[config.mk]
export PLATFORM = sky130hd
export DESIGN_NAME = uart_tx_fifo_engine
export DESIGN_NICKNAME = d
export VERILOG_FILES = /design/src/rtl/uart_pkg.sv /design/src/rtl/uart_tx_fifo_engine_fifo.sv /design/src/rtl/uart_tx_fifo_engine.sv
export SDC_FILE = /design/constraint.sdc
export NUM_CORES = 1
export LEC_CHECK = 0
export BUFFER_PORTS_ARGS = -buffer_cell sky130_fd_sc_hd__buf_4
export CORE_MARGIN = 4
export CORE_UTILIZATION = 59
export CTS_BUF_LIST = sky130_fd_sc_hd__clkbuf_8
export DETAILED_ROUTE_END_ITERATION = 16
export GPL_ROUTABILITY_DRIVEN = 0
export GPL_TIMING_DRIVEN = 0
export PLACE_DENSITY = 0.85
export SYNTH_ARGS = -nofsm -noshare
export SYNTH_HDL_FRONTEND = slang
export SYNTH_SLANG_ARGS = --single-unit
[constraint.sdc]
create_clock -name clk -period 5.6 [get_ports clk]
set_input_delay 0.28 -clock clk [delete_from_list [all_inputs] [get_ports clk]]
set_output_delay 0.28 -clock clk [all_outputs]
set_load 0.01 [all_outputs]
[src/rtl/uart_pkg.sv]
// Shared definitions for the UART transmit engine.
//   - state_e    : transmitter FSM states
//   - LEN_*      : encoding of the 2-bit data-length selector
//   - baud_rate  : baud-rate table, indices 12..15 clamp to the fastest rate
//   - baud_div   : clocks per bit for a given clock frequency and index
package uart_pkg;

  typedef enum logic [2:0] {
    ST_IDLE,
    ST_START,
    ST_DATA,
    ST_PARITY,
    ST_STOP
  } state_e;

  localparam logic [1:0] LEN_5 = 2'b00;
  localparam logic [1:0] LEN_6 = 2'b01;
  localparam logic [1:0] LEN_7 = 2'b10;
  localparam logic [1:0] LEN_8 = 2'b11;

  localparam int unsigned NUM_RATES = 12;

  function automatic int unsigned baud_rate(input logic [3:0] idx);
    case (idx)
      4'd0:    return 300;
      4'd1:    return 1200;
      4'd2:    return 2400;
      4'd3:    return 4800;
      4'd4:    return 9600;
      4'd5:    return 19200;
      4'd6:    return 38400;
      4'd7:    return 57600;
      4'd8:    return 115200;
      4'd9:    return 230400;
      4'd10:   return 460800;
      default: return 921600;
    endcase
  endfunction

  // Truncating divide; a clock slower than the baud rate still gets one clock per bit.
  function automatic logic [31:0] baud_div(input int unsigned clk_hz, input logic [3:0] idx);
    int unsigned d;
    d = clk_hz / baud_rate(idx);
    if (d == 0) d = 1;
    return d;
  endfunction

endpackage

[src/rtl/uart_tx_fifo_engine_fifo.sv]
// uart_sync_fifo: DEPTH x 8 synchronous FIFO with first-word-fall-through read.
//   clk_i, rst_i      : clock, synchronous active-high reset (flushes contents)
//   push_i, wdata_i   : write strobe and data (ignored while full)
//   pop_i, rdata_o    : read strobe (ignored while empty), head word
//   full_o, empty_o   : occupancy flags
//   count_o           : number of stored words
module uart_sync_fifo #(
  parameter int DEPTH = 4,
  localparam int AW = $clog2(DEPTH)
) (
  input  logic          clk_i,
  input  logic          rst_i,
  input  logic          push_i,
  input  logic [7:0]    wdata_i,
  input  logic          pop_i,
  output logic [7:0]    rdata_o,
  output logic          full_o,
  output logic          empty_o,
  output logic [AW:0]   count_o
);

  localparam logic [AW-1:0] PTR_ONE = 1;
  localparam logic [AW:0]   CNT_ONE = 1;
  localparam logic [AW:0]   CNT_MAX = DEPTH;

  logic [7:0]    mem_q [DEPTH];
  logic [AW-1:0] wr_ptr_q;
  logic [AW-1:0] rd_ptr_q;
  logic [AW:0]   count_q;
  logic          do_push;
  logic          do_pop;

  assign full_o  = (count_q == CNT_MAX);
  assign empty_o = (count_q == '0);
  assign count_o = count_q;
  assign rdata_o = mem_q[rd_ptr_q];

  // Full is judged on the registered count, so a same-cycle pop never admits a push.
  assign do_push = push_i & ~full_o;
  assign do_pop  = pop_i & ~empty_o;

  always_ff @(posedge clk_i) begin
    if (rst_i) begin
      wr_ptr_q <= '0;
      rd_ptr_q <= '0;
      count_q  <= '0;
    end else begin
      if (do_push) begin
        mem_q[wr_ptr_q] <= wdata_i;
        wr_ptr_q        <= wr_ptr_q + PTR_ONE;
      end
      if (do_pop) rd_ptr_q <= rd_ptr_q + PTR_ONE;
      case ({do_push, do_pop})
        2'b10:   count_q <= count_q + CNT_ONE;
        2'b01:   count_q <= count_q - CNT_ONE;
        default: count_q <= count_q;
      endcase
    end
  end

endmodule

[src/rtl/uart_tx_fifo_engine.sv]
// UART transmitter with a transmit FIFO in front of it.
//   clk, rst         : clock, synchronous active-high reset (aborts frame, flushes FIFO)
//   load, data_in    : host write strobe and character
//   len, p_en, ohel, two_stop, baud : frame configuration, sampled at frame start
//   txrdy            : FIFO can accept a word
//   tx               : registered serial output, idles high
//   busy             : frame on the line
//   empty, count     : FIFO status
//   ovf              : sticky, a load arrived while the FIFO was full
module uart_tx_fifo_engine
  import uart_pkg::*;
#(
  parameter int unsigned CLK_HZ = 100_000_000,
  parameter int          DEPTH  = 4
) (
  input  logic                     clk,
  input  logic                     rst,
  input  logic                     load,
  input  logic [7:0]               data_in,
  input  logic [1:0]               len,
  input  logic                     p_en,
  input  logic                     ohel,
  input  logic                     two_stop,
  input  logic [3:0]               baud,
  output logic                     txrdy,
  output logic                     tx,
  output logic                     busy,
  output logic                     empty,
  output logic [$clog2(DEPTH):0]   count,
  output logic                     ovf
);

  logic        fifo_full;
  logic        fifo_empty;
  logic [7:0]  fifo_rdata;
  logic        push;
  logic        pop;
  logic        start_frame;
  logic        bit_end;
  logic        last_data;
  logic [31:0] div_tab [16];

  state_e      state_q, state_d;
  logic [31:0] baud_cnt_q, baud_cnt_d;
  logic [31:0] div_q, div_d;
  logic [2:0]  bit_cnt_q, bit_cnt_d;
  logic [7:0]  shift_q, shift_d;
  logic        par_q, par_d;
  logic [1:0]  len_q, len_d;
  logic        p_en_q, p_en_d;
  logic        ohel_q, ohel_d;
  logic        two_stop_q, two_stop_d;
  logic        tx_q, tx_d;
  logic        busy_q;
  logic        ovf_q;

  // Divisors are constants of CLK_HZ; the runtime selection is a plain mux.
  for (genvar g = 0; g < 16; g++) begin : g_div
    assign div_tab[g] = baud_div(CLK_HZ, 4'(g));
  end

  assign push  = load & ~fifo_full;
  assign txrdy = ~fifo_full;
  assign empty = fifo_empty;
  assign tx    = tx_q;
  assign busy  = busy_q;
  assign ovf   = ovf_q;

  uart_sync_fifo #(.DEPTH(DEPTH)) u_fifo (
    .clk_i   (clk),
    .rst_i   (rst),
    .push_i  (push),
    .wdata_i (data_in),
    .pop_i   (pop),
    .rdata_o (fifo_rdata),
    .full_o  (fifo_full),
    .empty_o (fifo_empty),
    .count_o (count)
  );

  assign bit_end   = (baud_cnt_q == div_q - 32'd1);
  assign last_data = (bit_cnt_q == {1'b0, len_q} + 3'd4);

  // tx_d is decoded from the current state, so tx trails the state register by one
  // clock; busy is registered the same way so both line up with the frame on the wire.
  always_comb begin
    state_d     = state_q;
    baud_cnt_d  = bit_end ? 32'd0 : baud_cnt_q + 32'd1;
    div_d       = div_q;
    bit_cnt_d   = bit_cnt_q;
    shift_d     = shift_q;
    par_d       = par_q;
    len_d       = len_q;
    p_en_d      = p_en_q;
    ohel_d      = ohel_q;
    two_stop_d  = two_stop_q;
    tx_d        = 1'b1;
    pop         = 1'b0;
    start_frame = 1'b0;
    case (state_q)
      ST_IDLE: begin
        baud_cnt_d = 32'd0;
        if (!fifo_empty) start_frame = 1'b1;
      end
      ST_START: begin
        tx_d = 1'b0;
        if (bit_end) begin
          state_d   = ST_DATA;
          bit_cnt_d = 3'd0;
        end
      end
      ST_DATA: begin
        tx_d = shift_q[0];
        if (bit_end) begin
          shift_d = shift_q >> 1;
          par_d   = par_q ^ shift_q[0];
          if (last_data) begin
            bit_cnt_d = 3'd0;
            state_d   = p_en_q ? ST_PARITY : ST_STOP;
          end else begin
            bit_cnt_d = bit_cnt_q + 3'd1;
          end
        end
      end
      ST_PARITY: begin
        tx_d = par_q ^ ohel_q;
        if (bit_end) begin
          state_d   = ST_STOP;
          bit_cnt_d = 3'd0;
        end
      end
      ST_STOP: begin
        tx_d = 1'b1;
        if (bit_end) begin
          if (bit_cnt_q[0] == two_stop_q) begin
            if (!fifo_empty) start_frame = 1'b1;
            else             state_d     = ST_IDLE;
          end else begin
            bit_cnt_d = bit_cnt_q + 3'd1;
          end
        end
      end
      default: state_d = ST_IDLE;
    endcase

    // Pop the head word and freeze the configuration for the whole frame.
    if (start_frame) begin
      pop        = 1'b1;
      state_d    = ST_START;
      shift_d    = fifo_rdata;
      par_d      = 1'b0;
      len_d      = len;
      p_en_d     = p_en;
      ohel_d     = ohel;
      two_stop_d = two_stop;
      div_d      = div_tab[baud];
      baud_cnt_d = 32'd0;
      bit_cnt_d  = 3'd0;
    end
  end

  always_ff @(posedge clk) begin
    if (rst) begin
      state_q    <= ST_IDLE;
      baud_cnt_q <= 32'd0;
      div_q      <= 32'd0;
      bit_cnt_q  <= 3'd0;
      shift_q    <= 8'd0;
      par_q      <= 1'b0;
      len_q      <= LEN_8;
      p_en_q     <= 1'b0;
      ohel_q     <= 1'b0;
      two_stop_q <= 1'b0;
      tx_q       <= 1'b1;
      busy_q     <= 1'b0;
      ovf_q      <= 1'b0;
    end else begin
      state_q    <= state_d;
      baud_cnt_q <= baud_cnt_d;
      div_q      <= div_d;
      bit_cnt_q  <= bit_cnt_d;
      shift_q    <= shift_d;
      par_q      <= par_d;
      len_q      <= len_d;
      p_en_q     <= p_en_d;
      ohel_q     <= ohel_d;
      two_stop_q <= two_stop_d;
      tx_q       <= tx_d;
      busy_q     <= (state_q != ST_IDLE);
      if (load && fifo_full) ovf_q <= 1'b1;
    end
  end

endmodule
Yosys cells after proc, flatten, opt, wreduce, memory -nomap -nowiden
Memories as Yosys holds them, arrays and structs flattened. A register that Yosys moved wholly into a read port is not among the register bits.
Cells that the tools add are included.
Widths: inputs -> output; s select.
{ "word_totals": {"register_bits": 62, "latch_bits": 0, "mem_bits_rw": 32, "rom_bits": 512, "in_bits": 20, "output_inout_bits": 8, "wordCells": 109, "mem_count": 2} }
{ "memory_table": {"columns": ["memory", "depth", "width", "read_ports", "rd_clocked_by_memory_dff", "wr", "line_no", "text"], "rows": [
  ["(no name shown)", 16, 32, 1, 1, 0, "uart_tx_fifo_engine.sv:156", "div_d = div_tab[baud];"],
  ["u_fifo.mem_q", 4, 8, 1, 1, 1, "uart_tx_fifo_engine_fifo.sv:26", "logic [7:0] mem_q [DEPTH];"]
]} }
{ "op_classes": {"add_sub_neg": 8, "n_mul": 0, "n_div": 0, "n_lt_le_gt_ge": 0, "eq_ne": 27, "shift": 0, "mux": 31, "bitwise_logic": 9, "reduce_logical": 16} }
{ "op_table": {"columns": ["operator", "count"], "rows": [
  ["$mux 3", 13],
  ["$add 32x1->32 const B", 1],
  ["$eq 32x32->1", 1],
  ["$sub 32x1->32 const B", 1],
  ["$mux 8", 3],
  ["$ne 3x3->1 const B", 7],
  ["$ne 2x2->1 const B", 9],
  ["$reduce_and 8->1", 2],
  ["$pmux 3 s5", 1],
  ["$pmux 3 s3", 1],
  ["$mux 1", 8],
  ["$add 3x1->3 const B", 2],
  ["$eq 3x2->1 const B", 2],
  ["$eq 3x3->1 const B", 2],
  ["$logic_not 3->1", 2],
  ["$pmux 3 s2", 1],
  ["$reduce_bool 2->1", 3],
  ["$reduce_bool 3->1", 2],
  ["$not 4->5", 1],
  ["$reduce_and 5->1", 1],
  ["$add 2x1->2 const B", 2],
  ["$mux 2", 2],
  ["$reduce_and 2->1", 2],
  ["$reduce_or 2->1", 2],
  ["15 further kinds", 20]
]} }

Longest topological paths before layout
{ "logic_depth": {"depth_word": 9, "depth_mapped": 16} }

By module
A second synthesis with hierarchy kept.
{ "hier_totals": {"hier_cells": 649, "hier_area_um2": 6092.1} }
{ "modules_own_cells": {"columns": ["mod", "instances", "cells_per_inst", "area_per_inst_um2"], "rows": [
  ["uart_tx_fifo_engine", 1, 553, 4455.5],
  ["uart_sync_fifo", 1, 96, 1636.6]
]} }

Worst setup path before layout
No wires, ideal clock.
{ "synth_timing": {"kind": "register to register", "startpoint": "reg div_q[0]", "endpoint": "reg u_fifo.count_q[2] (netlist: u_fifo.count_o[2])", "arrival_ns": 3.864, "required_time_ns": 5.530, "path_slack_ns": 1.666, "stages_incl_launch_ff": 17, "path_buffers": 2, "period_less_slack_ns": 3.934, "cell_sequence": "dfxtp_1 -> clkbuf_1 -> inv_1 -> ha_1 -> nor3b_1 -> nand3_1 -> or3_4 -> a211oi_4 -> nand4_4 -> o31ai_4 -> buf_6 -> ha_1 -> inv_1 -> fa_1 -> xor2_1 -> or3_1 -> a21oi_1"} }
{ "synth_via": {"elab_chain_len": 8, "word_cells_on_any_way": 10} }
{ "synth_rtl": {"columns": ["item", "line_no", "text"], "rows": [
  ["start: declaration", "uart_tx_fifo_engine.sv:45", "logic [31:0] div_q, div_d;"],
  ["$sub 32x1->32 *", "uart_tx_fifo_engine.sv:81", "assign bit_end = (baud_cnt_q == div_q - 32'd1);"],
  ["$eq 32x32->1 *", "uart_tx_fifo_engine.sv:81", null],
  ["$mux 1 *", "uart_tx_fifo_engine.sv:134", "if (bit_end) begin"],
  ["$pmux 1 s2 *", "uart_tx_fifo_engine.sv:100", "case (state_q)"],
  ["$mux 1 *", "uart_tx_fifo_engine.sv:147", "if (start_frame) begin"],
  ["$and 1x1->1 *", "uart_tx_fifo_engine_fifo.sv:40", "assign do_pop = pop_i & ~empty_o;"],
  ["net u_fifo.do_pop", "uart_tx_fifo_engine_fifo.sv:31", "logic do_pop;"],
  ["$eq 2x1->1 / $eq 2x2->1 (equally long branches)", "uart_tx_fifo_engine_fifo.sv:53", "case ({do_push, do_pop})"],
  ["$pmux 3 s2 / $reduce_bool 2->1 (equally long branches)", null, null],
  ["end signal: assignment", "uart_tx_fifo_engine_fifo.sv:54", "2'b10: count_q <= count_q + CNT_ONE;"],
  ["end signal: assignment", "uart_tx_fifo_engine_fifo.sv:55", "2'b01: count_q <= count_q - CNT_ONE;"],
  ["end signal: assignment", "uart_tx_fifo_engine_fifo.sv:56", "default: count_q <= count_q;"],
  ["end: declaration", "uart_tx_fifo_engine_fifo.sv:29", "logic [AW:0] count_q;"]
]} }
Mark *: on every way through the listed nets, which the timed path passes. The rest lies on a longest branch.
A chain may end at the register's enable or synchronous reset.

Worst setup path in the final report
Ends and elaborated chain as after synthesis.

==> summary.md <==
| Metric | Value |
|---|---|
| Status | `complete, no violations` |
| WP data required | `5.97 ns` |
| Initial Util | `0.6077` |
| Most used DFF post-synth | `dfxtp_1` |
| Vias per cell | `6.000` |
| WS Path Type | `reg -> reg` |
| CTS root buf | `clkbuf_8` |
| DRC | `0` |
| Wire per inst | `16.66 um` |
| All-layer global routing usage | `0.2535` |
| Bufs and invs on worst path | `4` |
| Worst-path clk slew | `0.07 ns` |
| Final core utilization | `0.6811` |
| Clk sinks | `114` |
| Worst setup SP type | `flip-flop` |
| First-pass GRT wire length | `23130 um` |
| Bufs on Longest Clock Path | `2` |
| Instance count on the critical path | `16` |
| H-tree depth | `4` |
| Final Max Tran Viols | `0` |
| Antenna violations before repair | `0` |
| FP Rows | `36` |
| # Max-Cap Violations | `0` |
| Via count | `4932` |
| Core ar. | `9819 sq um` |
| Critical path arrival | `4.96 ns` |
| Global route overflow | `0` |
| Syn avg cell area | `9.426 sq um` |
| Worst vdd rail ir drop | `0.3516 mV` |
| Yosys reg bits | `114` |
| Worst Setup EP | `u_fifo.count_o[2]$_SDFFE_PP0P_` |
| Post-Synthesis Net Count | `666` |
| CTS tree | `built` |
| # fillers | `787` |
| Final setup fails | `0` |
| DIE HEIGHT | `108.6 um` |
| Largest stage delay on the critical path | `0.58 ns` |
| Fmax | `217.9 MHz` |
| Worst Setup End Kind | `flip-flop` |
| Post-layout nets | `710` |
| Leakage | `2.507 nW` |
| Post-synth EDFFs | `32` |
| Slowest CP cell | `nor3b_1` |
| Largest net degree at the start of global routing | `17` |
| Worst hold slack | `0.03118 ns` |
| Cell Pwr Density | `482.0 nW/um^2` |
| DRT Pass-1 Iters | `5` |
| Detail Placement HPWL | `9803 um` |
| Yosys warning count | `0` |
| Worst slack at placement | `1.048 ns` |
| Register-to-Register Setup Slack | `1.01 ns` |
| Die ar. | `11790 sq um` |
| Post-synth ARST share | `0` |
| Gate Count Post-Synth | `633` |
| Reg-to-Reg Start | `div_q[0]$_SDFFE_PP0N_` |
| Register area share after synthesis | `0.4362` |
| FF-to-FF End | `u_fifo.count_o[2]$_SDFFE_PP0P_` |
| Clk_lat worst skew | `0.45 ns` |
| Setup repair after global routing missed its margin | `false` |
| Post-CTS Setup Bufs | `0` |
| Crit-path cells | `clkbuf_1, inv_1, ha_1, nor3b_1, nand3_1, or3_4, a211oi_4, nand4_4, o31ai_4, buf_6, ha_1, inv_1, fa_1, xor2_1, or3_1, a21oi_1` |
| Number of global-route vias before repair | `4994` |
| Final worst path period share | `0.8193` |
| Share of layout cells above drive strength 1 | `0.1292` |
| Area grow syn2layout | `12.08%` |
| Final Critical Period | `4.588 ns` |
| Worst Reg-to-Reg Cells | `16` |
| Cts hold-fix bufs | `0` |
| Slew HR | `0.5355` |
| Worst slew pin tran | `0.6967 ns` |
| Num CTS Buffers | `17` |
| Synth unique cells | `69` |
| Worst setup startpoint | `div_q[0]$_SDFFE_PP0N_` |
| Post-CTS Resized | `0` |
| CP Max Fanout | `10` |
| Fin Setup TNS | `0 ns` |
| Final Worst Setup Slack | `1.012 ns` |
| Hold Crit Class | `in -> reg` |
| CP delay by family, top | `simple AND/OR/NAND/NOR gates` |
| Die width | `108.6 um` |
| Num ports | `28` |
| Fin. Hold Viols | `0` |
| Max Clock Skew | `0.01248 ns` |
| N_diodes | `0` |
| IO buf count | `25` |
| Routed wire length | `13700 um` |
| Final ANT Viol Nets | `0` |
| 1st-iter DRT viols | `356` |
| Hold_sp | `data_in[0]` |
| Mapped Area | `5967 sq um` |
==> layout make-up <==
cell class                      count  area [sq um]  share of cell area
Tap cell                          133         166.4             0.02488
Multi-Input combinational cell    453          3078              0.4602
Timing Repair Buffer               25         187.7             0.02806
Clock buffer                       17         234.0             0.03499
Inverter                           30         112.6             0.01684
Clock inverter                     14         132.6             0.01983
Sequential cell                   114          2603              0.3891
Buffer                             36         173.9             0.02601
==> cell usage in the layout (no fill, tap or decap), types with 6 or more instances in the layout <==
| cell type | instances |
|---|---|
| nor2_1 | 93 |
| dfxtp_1 | 82 |
| nand2_1 | 45 |
| xor2_1 | 34 |
| edfxtp_1 | 32 |
| inv_1 | 30 |
| buf_4 | 25 |
| xnor2_1 | 23 |
| clkbuf_1 | 23 |
| mux2i_1 | 22 |
| a21oi_1 | 20 |
| nand4_1 | 20 |
| nor3_1 | 18 |
| clkbuf_8 | 17 |
| nand3_1 | 16 |
| o21ai_0 | 16 |
| nor4_1 | 12 |
| ha_1 | 12 |
| and3_1 | 9 |
| or3_1 | 9 |
| mux4_2 | 8 |
| and2_1 | 7 |
| buf_2 | 7 |
| or4_1 | 6 |
| clkinvlp_4 | 6 |
==> registers in the layout (all words and copies together), names as in the netlist, 2 cells and up, named ones only <==
name and count:
div_q 18, bit_cnt_q 3, len_q 2, shift_q 8, baud_cnt_q 32, u_fifo.rd_ptr_q 2, state_q 3, u_fifo.mem_q 32
u_fifo.wr_ptr_q 2, u_fifo.count_o 3
==> per-layer routing <==
layer	part of all wire	routed length (um)	global-route usage	vias to the layer above
li1	-	-	-	2358
met1	0.41	5570	0.2877	2346
met2	0.50	6915	0.4369	185
met3	0.054	742	0.05910	43
met4	0.034	466	0.1434	0
met5	0	0	0	-
==> logic make-up (layout without fill, tap and decap cells) <==
kind of cell               Yosys count  after routing  synth area share
and+or+nand+nor                    266            266            0.2288
DFF                                114            114            0.4361
AOI/OAI and AO/OA                   87             87            0.1078
buffers and inverters               66            122           0.04802
xor gates and xnor gates            57             57           0.08367
muxes                               30             30           0.06710
adders and majority gates           13             13           0.02852
==> cell usage after synthesis (6+ instances only) <==
master,count,area (sq um)
a21oi_1,20,100.1
and2_1,7,43.79
and3_1,9,56.30
buf_2,7,35.03
clkbuf_1,23,86.33
dfxtp_1,82,1642
edfxtp_1,32,960.9
ha_1,12,150.1
inv_1,30,112.6
mux2i_1,22,220.2
mux4_2,8,180.2
nand2_1,45,168.9
nand3_1,16,80.08
nand4_1,20,125.1
nor2_1,93,349.1
nor3_1,18,90.09
nor4_1,12,75.07
o21ai_0,16,80.08
or3_1,9,56.30
or4_1,6,45.04
xnor2_1,23,201.4
xor2_1,34,297.8
==> per-stage QoR <==
stage,power [mW],cells,instance area [sq um]
global route,3.417,822,6688
detailed placement,2.482,791,6321
global placement,2.413,791,6321
floorplan,2.157,633,5967
finish,3.224,822,6688
CTS,3.208,822,6688
==> where the power goes <==
| part | internal, mW | switching [mW] | total, mW | leakage, nW |
|---|---|---|---|---|
| clock network | 0.351 | 0.361 | 0.712 | 0.167 |
| registers | 0.969 | 0.0854 | 1.05 | 0.957 |
| logic | 0.593 | 0.864 | 1.46 | 1.38 |
| total | 1.91 | 1.31 | 3.22 | 2.51 |
==> worst min path at each step <==
stage	to	slack, ns	cells after the start
2_1_floorplan	u_fifo.mem_q[0][0]$_DFFE_PP_	0.38	0
3_3_place_gp	ovf$_SDFFE_PP0P_	0.45	2
3_5_place_dp	baud_cnt_q[0]$_SDFF_PP0_	0.47	1
4_1_cts	u_fifo.mem_q[3][0]$_DFFE_PP_	0.01	1
5_1_grt	u_fifo.mem_q[2][6]$_DFFE_PP_	0.01	1
6_report	u_fifo.mem_q[1][0]$_DFFE_PP_	0.03	1
No activity file was read; power rests on OpenSTA's default activity.
